## src/rtl/rx_frame_fifo.sv

```systemverilog
// Receive-side character FIFO sitting behind a UART-style receiver.
// A frame is taken when Rx_idle rises: good-parity characters are queued,
// bad-parity characters are dropped and counted, and a good character
// arriving into a full FIFO (with no pop that cycle) sets a sticky overrun.
module rx_frame_fifo #(
  parameter int n     = 8,
  parameter int DEPTH = 8,
  parameter int ERR_W = 8
) (
  input  logic                     clk,
  input  logic                     rst_n,
  input  logic                     Rx_idle,
  input  logic                     correct,
  input  logic [n-1:0]             out_buffer,
  input  logic                     rd_en,
  input  logic                     clr_err,
  output logic [n-1:0]             rd_data,
  output logic                     rd_valid,
  output logic                     empty,
  output logic                     full,
  output logic [$clog2(DEPTH):0]   count,
  output logic                     overrun,
  output logic [ERR_W-1:0]         err_count
);

  localparam int AW = $clog2(DEPTH);
  localparam int CW = AW + 1;

  logic             rx_idle_q;
  logic [AW-1:0]    wr_ptr_q, wr_ptr_d;
  logic [AW-1:0]    rd_ptr_q, rd_ptr_d;
  logic [CW-1:0]    count_q, count_d;
  logic [n-1:0]     rd_data_q, rd_data_d;
  logic             rd_valid_q, rd_valid_d;
  logic             overrun_q, overrun_d;
  logic [ERR_W-1:0] err_q, err_d;
  logic [n-1:0]     mem_q [DEPTH];

  logic frame_done, pop_ok, push_ok, drop, bad;

  assign empty     = (count_q == '0);
  assign full      = (count_q == CW'(DEPTH));
  assign count     = count_q;
  assign rd_data   = rd_data_q;
  assign rd_valid  = rd_valid_q;
  assign overrun   = overrun_q;
  assign err_count = err_q;

  // Frame-done detection, push/pop arbitration and next-state computation.
  always_comb begin
    frame_done = Rx_idle & ~rx_idle_q;
    pop_ok     = rd_en & ~empty;
    // A pop in the same cycle frees the slot, so a full FIFO can still accept.
    push_ok    = frame_done & correct & (~full | pop_ok);
    drop       = frame_done & correct & full & ~pop_ok;
    bad        = frame_done & ~correct;

    wr_ptr_d   = push_ok ? wr_ptr_q + AW'(1) : wr_ptr_q;
    rd_ptr_d   = pop_ok  ? rd_ptr_q + AW'(1) : rd_ptr_q;

    count_d = count_q;
    if (push_ok && !pop_ok)      count_d = count_q + CW'(1);
    else if (!push_ok && pop_ok) count_d = count_q - CW'(1);

    rd_valid_d = pop_ok;
    rd_data_d  = pop_ok ? mem_q[rd_ptr_q] : rd_data_q;

    // Events take priority over a coincident clear.
    overrun_d = overrun_q;
    if (drop)         overrun_d = 1'b1;
    else if (clr_err) overrun_d = 1'b0;

    err_d = err_q;
    if (bad) begin
      if (clr_err)            err_d = ERR_W'(1);
      else if (err_q != '1)   err_d = err_q + ERR_W'(1);
    end else if (clr_err) begin
      err_d = '0;
    end
  end

  // Control and status registers.
  always_ff @(posedge clk or negedge rst_n) begin
    if (!rst_n) begin
      rx_idle_q  <= 1'b1;
      wr_ptr_q   <= '0;
      rd_ptr_q   <= '0;
      count_q    <= '0;
      rd_data_q  <= '0;
      rd_valid_q <= 1'b0;
      overrun_q  <= 1'b0;
      err_q      <= '0;
    end else begin
      rx_idle_q  <= Rx_idle;
      wr_ptr_q   <= wr_ptr_d;
      rd_ptr_q   <= rd_ptr_d;
      count_q    <= count_d;
      rd_data_q  <= rd_data_d;
      rd_valid_q <= rd_valid_d;
      overrun_q  <= overrun_d;
      err_q      <= err_d;
    end
  end

  // Storage array; contents are unreachable after reset since count is 0.
  always_ff @(posedge clk) begin
    if (push_ok) mem_q[wr_ptr_q] <= out_buffer;
  end

endmodule

```

## config.mk

```make
export PLATFORM = sky130hd
export DESIGN_NAME = rx_frame_fifo
export DESIGN_NICKNAME = d
export VERILOG_FILES = /design/src/rtl/rx_frame_fifo.sv
export SDC_FILE = /design/constraint.sdc
export NUM_CORES = 1
export LEC_CHECK = 0
export BUFFER_PORTS_ARGS = -buffer_cell sky130_fd_sc_hd__buf_4
export CORE_MARGIN = 1.5
export CORE_UTILIZATION = 25
export CTS_CLUSTER_SIZE = 12
export DETAILED_ROUTE_END_ITERATION = 8
export SYNTH_ARGS = -nofsm -noshare
export SYNTH_HDL_FRONTEND = slang
export SYNTH_SLANG_ARGS = --single-unit
```

## constraint.sdc

```tcl
create_clock -name clk -period 2.8 [get_ports clk]
set_input_delay 0.42 -clock clk [delete_from_list [all_inputs] [get_ports clk]]
set_output_delay 0.42 -clock clk [all_outputs]
set_load 0.005 [all_outputs]
```

==> flow_metrics.env <==
export IMPL_postPlaceCellArea_um2=4394
export IMPL_tightest_slew_ns=0.8305
export IMPL_portBuffers=37
export IMPL_cts_tree="done"
export IMPL_stdcell_area_um2=4687
export IMPL_cap_violations=0
export IMPL_worst_slack_ns=0.2463
export IMPL_gp_congestion=0.7378
export IMPL_wl_per_cell_um=15.24
export IMPL_finalSetupViolations=0
export IMPL_power_static_leakage_nw=1.733
export IMPL_stdcell_count=478
export IMPL_status="completed"
export IMPL_skew_ns=0.008112
export IMPL_crit_path_max_incr_delay_ns=0.48
export IMPL_rsz0062_at_grt="false"
export IMPL_drive_gt1_share_pct=30.34
export IMPL_path_class="reg -> reg"
export IMPL_yosysTopAreaCell="edfxtp_1"
export IMPL_final_common_cell="edfxtp_1"
export IMPL_place_ws_ns=0.1028
export IMPL_met2_wirelength_mm=3.693
export IMPL_ant_nets=0
export IMPL_drtIter0Drc=125
export IMPL_avgSynthCellArea_um2=16.38
export IMPL_grt_max_degree=30
export IMPL_slew_headroom_pct=44.63
export IMPL_crit_chain="nor4b_4, a21oi_2, ha_1, inv_1, ha_1, a21o_1, a2111oi_1, o31ai_1"
export IMPL_clkTransAtPathRegs_ns=0.07
export IMPL_die_x_um=127.1
export IMPL_placed_cells=461
export IMPL_reg2reg_depth=8
export IMPL_cp_max_fo=6
export IMPL_yosys_warnings=0
export IMPL_worstHoldPathType="in -> async"
export IMPL_critPathBufInv=1
export IMPL_numCtsBuffers=9
export IMPL_core_um2=15090
export IMPL_cp_arrival_ns=2.76
export IMPL_wl_met1_mm=3.214
export IMPL_dr_total_vias=2148
export IMPL_ys_top_cells_by_area="edfxtp_1 (50%), dfrtp_1 (18%), mux4_2 (9.4%)"
export IMPL_hold_viol_final=0
export IMPL_total_power_mw=4.045
export IMPL_grt_ovfl_total=0
export IMPL_clock_sinks=93
export IMPL_synth_seq_cells=93
export IMPL_num_rows=45
export IMPL_netlist_instances=235
export IMPL_area_delta_synth_final_pct=21.78
export IMPL_ioPinCount=38
export IMPL_syn_area_um2=3849
export IMPL_num_antenna_cells=0
export IMPL_dr_wl_met3_um=330
export IMPL_drc=0
export IMPL_top_layer="met4"
export IMPL_route_final_wire_length_mm=7.287
export IMPL_dp_hpwl_mm=4.800
export IMPL_syn_nets=256
export IMPL_initial_core_util_pct=25.51
export IMPL_n_fill_cell=1495
export IMPL_die_y_um=127.1
export IMPL_cp_start_kind="flop"
export IMPL_ir_drop_mv=0.3344
export IMPL_cp_common_cell="ha_1"
export IMPL_final_period_utilization_pct=91.20
export IMPL_final_cell_mix="edfxtp_1 (64), buf_4 (48), dfrtp_1 (28)"
export IMPL_timing_hold_ws_ns=0.0004348
export IMPL_endpoint_kind="flop"
export IMPL_clk_latency_ns=0.33
export IMPL_crit_required_ns=3.01
export IMPL_fp_dieArea_um2=16150
export IMPL_ctsHtreeMaxLevel=3
export IMPL_cts_max_path_buffers=2
export IMPL_drv_slew=0
export IMPL_grt_util_all_layers_pct=9.634
export IMPL_critPathSlowestCell="dfrtp_1"
export IMPL_synth_top_cell_area_share_pct=49.93
export IMPL_hold_buffers=0
export IMPL_ys_seq_area_share_pct=68.82
export IMPL_cp_top_family="compound AO/OA/AOI/OAI gates"
export IMPL_grt_pass1_vias=2178
export IMPL_fmax_ghz=0.3916
export IMPL_viasPerCell=4.494
export IMPL_finalSetupTns_ns=0
export IMPL_grt_pass1_wl_mm=11.66
export IMPL_final_min_clock_period_ns=2.554
export IMPL_powerDensity_nw_per_um2=863.1
export IMPL_drtPass1Iterations=4
export IMPL_ys_types=40
export IMPL_layout_nets=306
export IMPL_cp_depth=8
export IMPL_root_buffer="clkbuf_16"
export IMPL_fin_util_pct=31.06
export IMPL_antenna_found_initial=0
[power breakdown]
part           switching (mW)  internal, mW  total (mW)
sequential              0.244          1.65        1.89
combinational           0.429         0.587        1.02
clock                   0.504         0.632        1.14
[flip-flops by register name (all words and copies together) (netlist names)]
| register | flops |
|---|---|
| wr_ptr_q | 3 |
| mem_q | 64 |
| count | 4 |
| rd_data | 8 |
| rd_ptr_q | 3 |
| rd_valid | 1 |
| err_count | 8 |
| rx_idle_q | 1 |
| overrun | 1 |
[cell families (layout without fill, tap and decap cells)]
logic type,after synthesis,after routing,share of synthesized area [%]
simple gates,59,59,8.030
mux,31,31,13.33
flops,93,93,68.82
fa+ha+maj,7,7,2.471
xor+xnor,8,8,1.821
compound gates,23,23,3.739
buf+inv,14,69,1.788
[cell type report]
| type | count | area (um^2) | share of cell area, % |
|---|---|---|---|
| clock buffer | 10 | 239.0 | 5.099 |
| clock inverter | 6 | 45.04 | 0.9610 |
| inverter | 5 | 18.77 | 0.4004 |
| multi-input combinational | 128 | 1140 | 24.32 |
| sequential | 93 | 2649 | 56.51 |
| tap | 188 | 235.2 | 5.019 |
| timing repair buffer | 48 | 360.3 | 7.688 |
[per-layer routing]
metal  vias to the layer above  GRT usage [%]
li1                        999              -
met1                      1089          11.44
met2                        54          16.91
met3                         6          3.141
met4                         0          2.406
met5                         -              0
[synth_stat cells]
cell,number
inv_1,5
fa_1,1
buf_6,1
and3_1,1
mux2i_1,13
nand4_1,2
buf_2,3
a2111oi_0,1
xor2_1,3
nand2b_1,4
dfrtp_1,28
dfstp_2,1
o21ai_0,12
o31ai_1,1
a311oi_1,1
ha_1,6
a21oi_2,1
nor4_4,1
nor3_1,7
nor3b_1,1
mux4_2,16
o22ai_1,1
buf_4,1
buf_1,2
or3b_4,1
o41ai_1,1
nor4_1,1
clkbuf_2,1
mux2_2,2
nand3b_1,2
nor2_1,13
nand3_1,2
o211ai_1,3
xnor2_1,5
nor4b_4,1
clkbuf_1,1
nand2_1,23
a21o_1,1
a21oi_1,1
edfxtp_1,64
[path summary, 6_finish.rpt]
path | startpoint | end | slack [ns]
worst max-delay path | count[2]$_DFFE_PN0P_ | count[3]$_DFFE_PN0P_ | 0.25
worst min-delay path | rst_n | overrun$_DFFE_PN0P_ | 0.0004
worst max register to register | count[2]$_DFFE_PN0P_ | count[3]$_DFFE_PN0P_ | 0.25
worst min register to register | rd_data[0]$_DFFE_PN0N_ | rd_data[0]$_DFFE_PN0N_ | 0.48
max in group asynchronous | rst_n | rx_idle_q$_DFF_PN1_ | 2.49
min in group clk | Rx_idle | rx_idle_q$_DFF_PN1_ | 0.21
[timing repair]
| item | CTS | global route |
|---|---|---|
| buffers inserted | 0 | 1 |
| setup endpoints to repair | 0 | 1 |
| gates resized for setup | 0 | 1 |
No activity file was read; power rests on OpenSTA's default activity.
